==> config.mk <==
export PLATFORM = sky130hd
export DESIGN_NAME = param_data_memory
export DESIGN_NICKNAME = d
export VERILOG_FILES = /design/src/rtl/param_data_memory.sv
export SDC_FILE = /design/constraint.sdc
export NUM_CORES = 2
export LEC_CHECK = 0
export ABC_AREA = 1
export CAP_MARGIN = 20
export CORE_MARGIN = 1
export CORE_UTILIZATION = 30
export CTS_CLUSTER_DIAMETER = 30
export DETAILED_ROUTE_END_ITERATION = 8
export SETUP_SLACK_MARGIN = 0.2
export SLEW_MARGIN = 40
export SYNTH_ARGS = -nofsm -noshare
export SYNTH_HDL_FRONTEND = slang
export SYNTH_SLANG_ARGS = --single-unit
==> constraint.sdc <==
create_clock -name clk -period 16.6 [get_ports clk]
set_input_delay 4.15 -clock clk [delete_from_list [all_inputs] [get_ports clk]]
set_output_delay 4.15 -clock clk [all_outputs]
set_load 0.05 [all_outputs]
==> src/rtl/param_data_memory.sv <==
// Parameterised single-port data memory with byte enables, a one-cycle
// read response, out-of-range flagging and an optional zero-fill after reset.
module param_data_memory #(
    parameter int DATA_W     = 8,
    parameter int ADDR_W     = 8,
    parameter int DEPTH      = 256,
    parameter int INIT_CLEAR = 1
) (
    input  logic                  clk,
    input  logic                  rst_n,
    input  logic                  req_valid,
    output logic                  req_ready,
    input  logic                  req_write,
    input  logic [ADDR_W-1:0]     req_addr,
    input  logic [DATA_W-1:0]     req_wdata,
    input  logic [DATA_W/8-1:0]   req_be,
    output logic                  rsp_valid,
    output logic [DATA_W-1:0]     rsp_rdata,
    output logic                  rsp_err,
    output logic                  init_busy
);

    localparam int BYTES = DATA_W / 8;
    localparam int IDX_W = (DEPTH > 1) ? $clog2(DEPTH) : 1;
    localparam logic [ADDR_W-1:0] LAST_ADDR = ADDR_W'(DEPTH - 1);

    typedef enum logic {
        CLEAR,
        READY
    } state_t;

    localparam state_t RESET_STATE = (INIT_CLEAR != 0) ? CLEAR : READY;

    state_t              state;
    state_t              state_next;
    logic [ADDR_W-1:0]   clr_addr;
    logic                accept;
    logic                in_range;
    logic [IDX_W-1:0]    idx;
    logic [IDX_W-1:0]    clr_idx;
    logic [DATA_W-1:0]   mem [DEPTH];

    assign accept   = req_valid && req_ready;
    assign in_range = (32'(req_addr) < 32'(DEPTH));
    assign idx      = req_addr[IDX_W-1:0];
    assign clr_idx  = clr_addr[IDX_W-1:0];

    // State register
    always_ff @(posedge clk or negedge rst_n) begin
        if (!rst_n) begin
            state <= RESET_STATE;
        end else begin
            state <= state_next;
        end
    end

    // Next-state: leave CLEAR once the last word has been zeroed
    always_comb begin
        state_next = state;
        case (state)
            CLEAR:   if (clr_addr == LAST_ADDR) state_next = READY;
            READY:   state_next = READY;
            default: state_next = RESET_STATE;
        endcase
    end

    // Outputs decoded from state
    always_comb begin
        req_ready = (state == READY);
        init_busy = (state == CLEAR);
    end

    // Clear address walks 0..DEPTH-1 while in CLEAR
    always_ff @(posedge clk or negedge rst_n) begin
        if (!rst_n) begin
            clr_addr <= '0;
        end else if (state == CLEAR) begin
            clr_addr <= (clr_addr == LAST_ADDR) ? '0 : clr_addr + 1'b1;
        end
    end

    // Memory array: zero-fill in CLEAR, byte-enabled writes in READY (no reset)
    always_ff @(posedge clk) begin
        if (rst_n) begin
            if (state == CLEAR) begin
                mem[clr_idx] <= '0;
            end else if (accept && req_write && in_range) begin
                for (int unsigned i = 0; i < BYTES; i++) begin
                    if (req_be[i]) begin
                        mem[idx][8*i +: 8] <= req_wdata[8*i +: 8];
                    end
                end
            end
        end
    end

    // Read response registered one cycle after acceptance; zero when idle
    always_ff @(posedge clk or negedge rst_n) begin
        if (!rst_n) begin
            rsp_valid <= 1'b0;
            rsp_err   <= 1'b0;
            rsp_rdata <= '0;
        end else if (accept && !req_write) begin
            rsp_valid <= 1'b1;
            rsp_err   <= !in_range;
            rsp_rdata <= in_range ? mem[idx] : '0;
        end else begin
            rsp_valid <= 1'b0;
            rsp_err   <= 1'b0;
            rsp_rdata <= '0;
        end
    end

endmodule

# Yosys cells after proc, flatten, opt, wreduce, memory -nomap -nowiden
# Memory sizes are Yosys's and may differ from the RTL's.
# Cells that the tools add are included.
dict set report word_totals {
  reg_bits 18
  mem_bits_rw 2048
  inputBits 21
  output_inout_bits 12
  mem_count 1
}
# name words width rd rd_clocked_by_memory_dff write_ports line_no
set memory_table {}
lappend memory_table {mem 256 8 1 0 1 41} ;# logic [DATA_W-1:0] mem [DEPTH];
dict set report classes {
  add_sub_neg 1
  eq_ne 1
  muxes 16
  bitwise 1
  reduce_logical 5
}
# operator count
set op_table {}
lappend op_table {{8-bit 2-to-1 mux} 4}
lappend op_table {{1-bit 2-to-1 mux} 11}
lappend op_table {{8-bit by 1-bit adder with 8-bit output, second input constant} 1}
lappend op_table {{8-bit equality test, second input constant} 1}
lappend op_table {{8-bit OR reduction} 1}
lappend op_table {{1-bit logical AND} 3}
lappend op_table {{1-bit case mux with 2 select lines} 1}
lappend op_table {{1-bit logical NOT} 1}
lappend op_table {{1-bit inverter} 1}

# Depth between registers and ports, before layout
dict set report depth {
  ltp_word 8
  depth_mapped 15
}

# Worst setup path after synthesis
# OpenSTA, ideal clock, no wires.
dict set report synth_timing {
  kind {input -> register}
  from {input port rst_n}
  to {memory mem[0][0], data pin}
  setup_ns 1.390
  arrival_time_ns 10.683
  path_slack_ns 4.526
  cell_stages 5
  n_path_buf 1
  path_cell_list {nand3_1 -> nor2_8 -> buf_6 -> inv_1 -> nor2_1}
}
dict set report synth_between {
  elab_chain_len 4
}
# item line_no
set synth_lines {}
lappend synth_lines {{from (decl)} 10} ;# input logic rst_n,
lappend synth_lines {{1-bit 2-to-1 mux} 84} ;# if (rst_n) begin
lappend synth_lines {{1-bit 2-to-1 mux (implied by the code)} 90} ;# mem[idx][8*i +: 8] <= req_wdata[8*i +: 8];
lappend synth_lines {{8-bit OR reduction (no line)} -}
lappend synth_lines {{8-bit 2-to-1 mux (no line)} -}
lappend synth_lines {{to (decl)} 41}
# No other way between the ends.

# Final worst setup path
dict set report layout_timing {
  from {input port rst_n}
  to {memory mem[38][7], data pin}
}
# Same word-level chain as after synthesis.

==> metrics <==
Starting Density=0.3027; final estimated routing congestion in global placement=0.8577; Tcrit/Tclk final=0.4833; Die Span Y=531.1 µm; syn nets=7131; Pwr per Cell Area=137.2 nW/µm²; TritonCTS clock tree=yes; Std-Cell Rows=193; final setup vio count=0; CTS Sinks=2066; CP Buf/Inv Count=6; status=completed; Nets=7157; # hold bufs at CTS=0; crit path from=rst_n; post-synthesis sequential area ratio=0.7376; Fin. Hold Viols=0; DRC viols=0; Relative slew margins=0.3985; average wire per standard cell=21.27 µm; io pins=33; setup TNS=0 ns; Critical-path top delay cell=buf_4; critical path class=in2reg; Worst Skew=0.06127 ns; CP Max Fanout=68; Pwr Total=13840 µW; Critical Path AT=8.64 ns; Critical Path RT=17.22 ns; clock latency on the worst-skew pair=0.94 ns; H-tree levels=5; Unique masters post-synth=33; Reg clk slew, reported paths=0.05 ns; Port-buffer cells=31; Synth Instances=7109; DIE WIDTH=531.1 µm; Routed Antenna Nets=0; syn_area_per_cell=11.81 µm²; slowest stage delay, CP=0.73 ns; CTS Buf Count=380; post-CTS setup buffers=0; Leak Pwr=0.03367 µW; met2 wire length=112800 µm; met3 WL=19850 µm; synthesized cell area=83980 µm²; routed vias/inst=5.012; Detail Placement HPWL=127700 µm; grt ovf=0; highest metal used=met5; CP Cell Sequence=clkdlybuf4s50_1 -> buf_4 -> nand3_1 -> nor2_8 -> inv_1 -> nor2_4 -> buf_4 -> buf_4 -> buf_4; Critical Path Start Type=input port; delay-heaviest family, CP=buffers and inverters; initial antenna violation count=3; Tot GR Track Use=0.1654; Core ar.=277500 µm²; First-pass DRT Iterations=7; RSZ-0062 raised after global routing=false; FF+latch count, synth=2066; clock period minus worst slack=8.022 ns; worst hold slack=0.5051 ns; HP Class=reg2reg; Reg2Reg Launch Point=req_ready; Die ar.=282100 µm²; worst vdd ir=0.1116 mV; Slew @ Worst Pin=0.8990 ns; Iteration-0 DRC Markers=5779; Pins Over Slew Limit=0; max-cap viol count=0; clk buf depth=4; Crit path top cell by count=buf_4; share of layout cells above drive strength 1=0.1143; detailed-route via count=55810; first-pass GRT wire length=352000 µm; Resize count post-CTS=0; CP Capture Type=flop; Met1 Wirelength=94130 µm; vias in the first global route=54270; clock root cell=clkbuf_16; Post-Route WL=236900 µm; f_max=124.7 MHz; P&R area growth vs syn=20.12%; worst hold start=clr_addr[6]; largest net degree at the start of global routing=163; Synth Warn #=0
-- state kept, by name, indices dropped and copies added (netlist names) --
signal and count:
mem 2048, req_ready 1, rsp_valid 1, clr_addr 8, rsp_rdata 8
-- through the flow --
| step | cell area [µm²] | utilization | std cells | setup WS (ns) |
|---|---|---|---|---|
| 2_1_floorplan | 83980 | - | 7109 | 4.526 |
| 3_3_place_gp | 87660 | 0.3159 | 10450 | 7.711 |
| 3_5_place_dp | 87920 | 0.3169 | 10450 | 7.641 |
| 4_1_cts | 100600 | 0.3627 | 11130 | 8.612 |
| 5_1_grt | 100900 | 0.3636 | 11140 | 8.411 |
| 6_report | 100900 | 0.3636 | 11140 | 8.578 |
-- synthesized netlist by cell type --
| library cell | count | area, µm² |
|---|---|---|
| clkbuf_1 | 180 | 675.7 |
| nor2_1 | 360 | 1351 |
| nand2_2 | 16 | 100.1 |
| inv_2 | 12 | 45.04 |
| clkinv_2 | 1 | 5.000 |
| buf_4 | 7 | 52.55 |
| nor2_2 | 12 | 75.07 |
| buf_1 | 52 | 195.2 |
| conb_1 | 1 | 3.750 |
| nor3_1 | 5 | 25.02 |
| clkinv_1 | 1 | 3.750 |
| nor4_1 | 1 | 6.260 |
| o21ai_0 | 37 | 185.2 |
| a21oi_1 | 19 | 95.09 |
| nand3_1 | 1931 | 9664 |
| ha_1 | 1 | 12.51 |
| nor3b_1 | 1 | 7.510 |
| nand2_1 | 2079 | 7804 |
| nand3_2 | 1 | 10.01 |
| inv_4 | 2 | 12.51 |
| buf_2 | 244 | 1221 |
| o21ai_2 | 6 | 52.55 |
| nor2_4 | 3 | 33.78 |
| edfxtp_1 | 2048 | 61500 |
| buf_6 | 1 | 11.26 |
| nand4_1 | 1 | 6.260 |
| o22ai_1 | 17 | 106.4 |
| xor2_1 | 2 | 17.52 |
| inv_1 | 45 | 168.9 |
| dfrtp_1 | 18 | 450.4 |
| nor2_8 | 3 | 60.06 |
| nor3_2 | 1 | 10.01 |
| o21ai_4 | 1 | 16.27 |
-- worst reg2reg max path, delay by kind of cell, from the launching register on --
kind	cells	cell delay [ns]
buffers and inverters	4	2.55
and+or+nand+nor	3	1.03
DFF	1	0.63
-- power by group --
part	leakage, µW	switching, µW	internal [µW]
clock	0.00611	2640	4990
sequential	0.0144	0	5660
combinational	0.0132	398	147
total	0.0337	3040	10800
-- cells by family (layout without fill, tap and decap cells) --
group | Yosys count | in the layout | synth area share
AO/OA/AOI/OAI | 80 | 80 | 0.005423
XOR/XNOR | 2 | 2 | 0.0002086
adder cells (fa/ha/maj) | 1 | 1 | 0.0001490
buffers and inverters | 545 | 864 | 0.02847
flip-flops | 2066 | 2066 | 0.7376
other | 1 | 4 | 0.00004465
AND/OR/NAND/NOR | 4414 | 4414 | 0.2281
-- final timing paths --
path / depth (start not counted) / slack [ns] / end
max: 9 / 8.58 / mem[38][7]
min: 1 / 0.51 / clr_addr[6]
max reg2reg: 7 / 12.03 / mem[38][7]
min reg2reg: 1 / 0.51 / clr_addr[6]
max in group asynchronous: 2 / 12.67 / clr_addr[5]
min in group asynchronous: 2 / 3.57 / rsp_valid
-- layer usage --
layer  track usage  up-vias
met5             0        -
met4       0.07453        2
met3       0.03320      474
met2        0.2680     2505
met1        0.2132    27440
li1              -    25390
-- area by class of cell --
class,instances,area (µm²)
diodes,3,7.507
clock buffers,418,9801
clock inverters,257,2904
fillers,26330,176600
inverters,61,272.8
multi-input cells,4498,19880
flip-flops and latches,2066,61950
well taps,3705,4636
repair buffers,128,1429
-- cell usage in the layout (no fill, tap or decap), types with 18 or more instances in the layout --
cell             netlist  routed
o21ai_0               37      37
nand3_1             1931    1931
clkinv_4               0      43
clkdlybuf4s50_1        0      25
nand2_1             2079    2079
edfxtp_1            2048    2048
clkinvlp_4             0      40
a21oi_1               19      19
buf_6                  1      18
clkinv_2               1      38
buf_4                  7      61
nor2_2                12      78
bufinv_16              0      46
dfrtp_1               18      18
inv_1                 45      43
clkbuf_16              0     387
clkinv_1               1      35
inv_6                  0      45
clkbuf_1             180      31
nor2_1               360     286
No activity file was read; power rests on OpenSTA's default activity.
